<file path="config.mk">
export PLATFORM = sky130hd
export DESIGN_NAME = fetch_buffer
export DESIGN_NICKNAME = d
export VERILOG_FILES = /design/src/rtl/fetch_buffer.sv
export SDC_FILE = /design/constraint.sdc
export NUM_CORES = 1
export LEC_CHECK = 0
export BUFFER_PORTS_ARGS = -buffer_cell sky130_fd_sc_hd__buf_2
export CORE_ASPECT_RATIO = 1.2
export CORE_MARGIN = 4
export CORE_UTILIZATION = 49
export DETAILED_ROUTE_END_ITERATION = 10
export PLACE_DENSITY = 0.7
export SYNTH_ARGS = -nofsm -noshare
export SYNTH_HDL_FRONTEND = slang
export SYNTH_SLANG_ARGS = --single-unit
</file>
<file path="constraint.sdc">
create_clock -name clock -period 6.19 [get_ports clock]
set_input_delay 0.3095 -clock clock [delete_from_list [all_inputs] [get_ports clock]]
set_output_delay 0.3095 -clock clock [all_outputs]
set_load 0.005 [all_outputs]
</file>
<file path="src/rtl/fetch_buffer.sv">
// fetch_buffer: instruction prefetch queue between the instruction memory
// port and the decoder. Issues sequential word fetches (one outstanding at a
// time), buffers up to DEPTH returned words with their PCs and hands the
// oldest one to the decoder over a valid/ready handshake. A redirect flushes
// the queue, discards any in-flight response and restarts at the new PC.
//
// Build option: define FETCH_BUFFER_BYPASS_EN to forward a response straight
// to the decoder when the queue is empty (zero-cycle response latency).
// Without it every response is queued first (one-cycle latency) and there is
// no combinational path from mem_rdata to fetch_instr.

module fetch_buffer #(
    parameter int          DEPTH    = 4,
    parameter logic [31:0] RESET_PC = 32'h0
) (
    input  logic        clock,
    input  logic        reset,
    input  logic        redirect,
    input  logic [31:0] redirect_pc,
    output logic        mem_valid,
    output logic        mem_instr,
    output logic [31:0] mem_addr,
    input  logic        mem_ready,
    input  logic [31:0] mem_rdata,
    output logic        fetch_valid,
    output logic [31:0] fetch_pc,
    output logic [31:0] fetch_instr,
    input  logic        fetch_ready
);

    localparam int AW = $clog2(DEPTH);
    localparam int CW = AW + 1;

    // Request tracking states.
    localparam logic [1:0] S_IDLE = 2'd0;  // nothing outstanding
    localparam logic [1:0] S_WAIT = 2'd1;  // one outstanding, keep its data
    localparam logic [1:0] S_DROP = 2'd2;  // one outstanding, discard its data

    logic [1:0]    state;
    logic [31:0]   fpc;
    logic [AW-1:0] rd_ptr;
    logic [AW-1:0] wr_ptr;
    logic [CW-1:0] count;
    logic [CW-1:0] count_next;

    logic [31:0]   pc_q    [DEPTH];
    logic [31:0]   instr_q [DEPTH];

    logic          queue_empty;
    logic          resp_keep;
    logic          resp_done;
    logic          bypass_take;
    logic          push;
    logic          pop;
    logic          issue;
    logic [31:0]   req_pc;

    // The two low redirect bits are ignored; the target is forced word-aligned.
    logic          redirect_pc_unused;
    assign redirect_pc_unused = ^redirect_pc[1:0];

    // While in WAIT, fpc has already advanced past the outstanding request.
    assign req_pc      = fpc - 32'd4;
    assign queue_empty = (count == '0);

`ifdef FETCH_BUFFER_BYPASS_EN
    logic bypass_valid;
    assign bypass_valid = resp_keep & queue_empty;
`endif

    // Queue control and request issue decision for this cycle.
    always_comb begin
        // NOTE: every signal gets a default first so no path through the
        // conditionals below can infer a latch.
        resp_keep   = (state == S_WAIT) && mem_ready && !redirect;
        resp_done   = ((state == S_WAIT) || (state == S_DROP)) && mem_ready;
        bypass_take = 1'b0;
`ifdef FETCH_BUFFER_BYPASS_EN
        if (bypass_valid && fetch_ready) bypass_take = 1'b1;
`endif
        push       = resp_keep && !bypass_take;
        pop        = !queue_empty && fetch_ready && !redirect;
        count_next = count + CW'(push) - CW'(pop);
        issue      = 1'b0;
        if (!reset && !redirect && ((state == S_IDLE) || resp_done) &&
            (count_next < CW'(DEPTH)))
            issue = 1'b1;
    end

    assign mem_valid = issue;
    assign mem_instr = issue;
    assign mem_addr  = fpc;

`ifdef FETCH_BUFFER_BYPASS_EN
    assign fetch_valid = !redirect && (!queue_empty || bypass_valid);
    assign fetch_pc    = bypass_valid ? req_pc    : pc_q[rd_ptr];
    assign fetch_instr = bypass_valid ? mem_rdata : instr_q[rd_ptr];
`else
    assign fetch_valid = !redirect && !queue_empty;
    assign fetch_pc    = pc_q[rd_ptr];
    assign fetch_instr = instr_q[rd_ptr];
`endif

    // Control state: reset, then redirect flush, then normal issue/queue update.
    always_ff @(posedge clock) begin
        // NOTE: sequential state uses non-blocking assignments so every
        // register samples the pre-edge values of the others.
        if (reset) begin
            state  <= S_IDLE;
            fpc    <= RESET_PC;
            count  <= '0;
            rd_ptr <= '0;
            wr_ptr <= '0;
        end else if (redirect) begin
            count  <= '0;
            rd_ptr <= '0;
            wr_ptr <= '0;
            fpc    <= {redirect_pc[31:2], 2'b00};
            if (((state == S_WAIT) || (state == S_DROP)) && !mem_ready)
                state <= S_DROP;
            else
                state <= S_IDLE;
        end else begin
            count <= count_next;
            if (push) wr_ptr <= wr_ptr + 1'b1;
            if (pop)  rd_ptr <= rd_ptr + 1'b1;
            if (issue) begin
                fpc   <= fpc + 32'd4;
                state <= S_WAIT;
            end else if (resp_done) begin
                state <= S_IDLE;
            end
        end
    end

    // Queue storage write on push.
    always_ff @(posedge clock) begin
        // NOTE: the storage array has no reset; count and the pointers
        // alone decide which entries are meaningful.
        if (push && !reset) begin
            pc_q[wr_ptr]    <= req_pc;
            instr_q[wr_ptr] <= mem_rdata;
        end
    end

endmodule

</file>
==> flow_summary_export.csv <==
group,metric,value,unit
run_status,status,"finished clean",
power_and_ir_drop,p_per_area,286,nW/um2
power_and_ir_drop,p_int,3.17,mW
setup_path,r2r_setup_slack,2.39,ns
power_and_ir_drop,pwr-share-clk,0.403,
global_routing,grt_pass1_wl,36700,um
logic_synthesis,synth_top_family_by_area,"multiplexers",
timing,worstMarginPinSlew,1.08,ns
logic_synthesis,synth_xor_area_frac,0.0417,
timing,hold_viol_final,0,
worst_hold_path,holdPathEnd,"mem_addr[8]",
layout,fillers,1820,
layout,final_cell_mix,"edfxtp_1, buf_2, mux4_2",
worst_hold_path,hold_class,"input pin to flop",
setup_path,crit_fanout,14,
place,place_inst,1132,
timing,rsz0062_at_grt,"false",
layout,final_cells,1213,
power_and_ir_drop,switching_power,821,uW
timing,hold_ws,0.0240,ns
clock_tree,numCtsBuffers,28,
detailed_routing,vias_per_cell,5.38,
clock_tree,clk_latency,0.53,ns
layout,final_core_util,0.598,
worst_hold_path,hold_depth,3,
power_and_ir_drop,p_leak,4.79,nW
place,dpl.hpwl,14200,um
place,portBuffers,161,
power_and_ir_drop,ir_drop,193,uV
clock_tree,clock_tree.buffer_depth,3,
logic_synthesis,syn_inst,695,
logic_synthesis,synth_area_per_cell,16.9,um2
detailed_routing,initialDrtViolationCount,291,
clock_tree,cts_tree,"done",
logic_synthesis,muxShareOfSynthArea,0.120,
layout,layout_commonest_cell,"edfxtp_1",
setup_path,reg2reg_to,"mem_addr[31]",
global_routing,grt_overflow_total,0,
layout,layout-drive-gt1-share,0.314,
layout,final_area,14000,um2
logic_synthesis,seq_area_frac_synth,0.705,
power_and_ir_drop,pwr-share-seq,0.547,
logic_synthesis,synth.distinct_cells,41,
clock_tree,clockRootBuffer,"clkbuf_16",
detailed_routing,firstDrtPassIters,5,
floorplan,die_w,149,um
logic_synthesis,synth_adder_area_share,0.0124,
logic_synthesis,synth_warnings,0,
timing,finalSetupTns,0,ns
timing,finClkSkew,0.0178,ns
floorplan,rows,61,
floorplan,ios,168,
layout,nets,956,
global_routing,grt_max_degree,63,
floorplan,die-area,26500,um2
setup_path,worstPathRequired,6.61,ns
worst_hold_path,worstHoldStart,"redirect_pc[8]",
detailed_routing,drcViolationCount,0,
timing,finalSetupViolations,0,
flow_run,max_cap_violations,0,
power_and_ir_drop,comb_power_share,0.050,
setup_path,crit_path_start,"state[1]",
global_routing,grt_pass1_vias,6866,
global_routing,antenna_found_initial,0,
timing,drv_slew,0,
logic_synthesis,synth-simple-area-share,0.0716,
detailed_routing,wire_per_inst,18.9,um
floorplan,die-height,177,um
clock_tree,path_clk_slew,0.06,ns
setup_path,critPathLaunchType,"flop",
setup_path,end_kind,"flop",
place,place_congestion,0.820,
setup_path,r2r_start,"state[1]",
setup_path,crit_arrival,4.23,ns
clock_tree,cts.repair.resized,0,
detailed_routing,routed_wirelength,23000,um
global_routing,track_usage,0.176,
floorplan,core_area,23400,um2
place,placed_area,12800,um2
power_and_ir_drop,swShare,0.206,
logic_synthesis,synth-seq-cells,289,
timing,period_needed,3.80,ns
clock_tree,h-tree-depth,1,
timing,final.period_utilization,0.614,
layout,num_antenna_cells,0,
logic_synthesis,synth_area,11700,um2
layout,area_growth,19.2,%
timing,slew_headroom,0.281,
clock_tree,clkSinkCount,289,
logic_synthesis,synth-compound-area-share,0.0253,
detailed_routing,antenna_left,0,
floorplan,start_util,0.502,
setup_path,criticalPathCategory,"flop to flop",
timing,fmax,0.263,GHz
detailed_routing,vias,6532,
setup_path,reg2reg_depth,13,
==> critical path, cell delays in order (launching register included) <==
cell and delay, ns:
dfxtp_1 0.31, inv_1 0.07, ha_1 0.13, and2_1 0.24
nand2_1 0.11, ha_1 0.29, inv_1 0.04, ha_1 0.18
fa_1 0.38, xor3_2 0.32, nand4_2 0.33, or4_1 0.69
or3_1 0.38, a311oi_1 0.24
==> synth_stat cells, drive strengths merged <==
master  instances  area share
a211o           1     0.00075
a211oi         20       0.013
a21o            1     0.00064
a21oi           6      0.0026
a221oi          1     0.00075
a311oi          5      0.0037
and2            3      0.0016
and3            6      0.0032
and4            3      0.0022
buf            16      0.0070
clkbuf         33       0.011
conb            1     0.00032
dfxtp          41       0.070
edfxtp        248        0.64
fa              1      0.0017
ha             10       0.011
inv            18      0.0058
mux2i           1     0.00085
mux4           62        0.12
nand2          27      0.0086
nand2b          1     0.00053
nand3          17      0.0073
nand4           7      0.0043
nand4b          1     0.00075
nor2           49       0.016
nor3           21      0.0090
nor3b           1     0.00064
nor4           12      0.0064
o21a            1     0.00064
o21ai           5      0.0021
o21bai          1     0.00064
o31ai           1     0.00064
or2             2      0.0011
or3            11      0.0059
or4             7      0.0045
xnor2          36       0.027
xor2           17       0.013
xor3            1      0.0021
==> power by group through the flow <==
stage          combinational, mW  clock [mW]  sequential, mW
6_report                   0.199        1.61            2.19
5_1_grt                    0.224        1.74            2.19
4_1_cts                    0.201        1.66            2.18
3_5_place_dp               0.186           0            2.23
3_3_place_gp               0.182           0            2.23
2_1_floorplan              0.120           0            2.21
==> flip-flops by register name, indices dropped and copies added (netlist names), named ones only <==
signal / count
count: 3
instr_q: 128
mem_addr: 30
pc_q: 120
rd_ptr: 2
state: 2
wr_ptr: 2
==> per-layer routing <==
metal / global-route usage / part of all wire
met2: 0.307 / 0.51
met1: 0.237 / 0.43
met5: 0 / 0
met4: 0.0370 / 0.016
met3: 0.0243 / 0.051
==> cells by family after synthesis <==
| logic type | count (synthesis) |
|---|---|
| xor+xnor | 54 |
| simple gates | 168 |
| other cells | 1 |
| compound gates | 42 |
| flops | 289 |
| mux | 63 |
| fa+ha+maj | 11 |
| buf+inv | 67 |
==> metrics by stage <==
stage,worst slack [ns],power (mW)
2_1_floorplan,2.81,2.33
3_5_place_dp,2.35,2.41
6_report,2.39,3.99
4_1_cts,2.34,4.04
3_3_place_gp,2.38,2.41
5_1_grt,2.11,4.15
==> worst max path at each step <==
stage	endpoint	slack, ns	depth (start not counted)
detailed placement	mem_addr[31]	2.35	11
floorplan	mem_addr[31]	2.81	15
global placement	mem_addr[31]	2.38	11
CTS	mem_addr[31]	2.34	13
global route	mem_addr[31]	2.11	13
finish	mem_addr[31]	2.39	13
==> layout make-up <==
| type | count | area (um2) | share of cell area |
|---|---|---|---|
| tap | 315 | 394 | 0.0282 |
| timing repair buffer | 197 | 1150 | 0.0822 |
| clock inverter | 14 | 103 | 0.00734 |
| inverter | 18 | 67.6 | 0.00484 |
| sequential | 289 | 8270 | 0.592 |
| multi-input combinational | 342 | 3200 | 0.229 |
| clock buffer | 38 | 790 | 0.0565 |
==> timing repair <==
action,CTS,global route
hold endpoints to repair,113,0
setup endpoints to repair,0,0
setup buffers,0,0
hold buffers,29,0
Note: power is estimated with default switching activity, not from simulation.
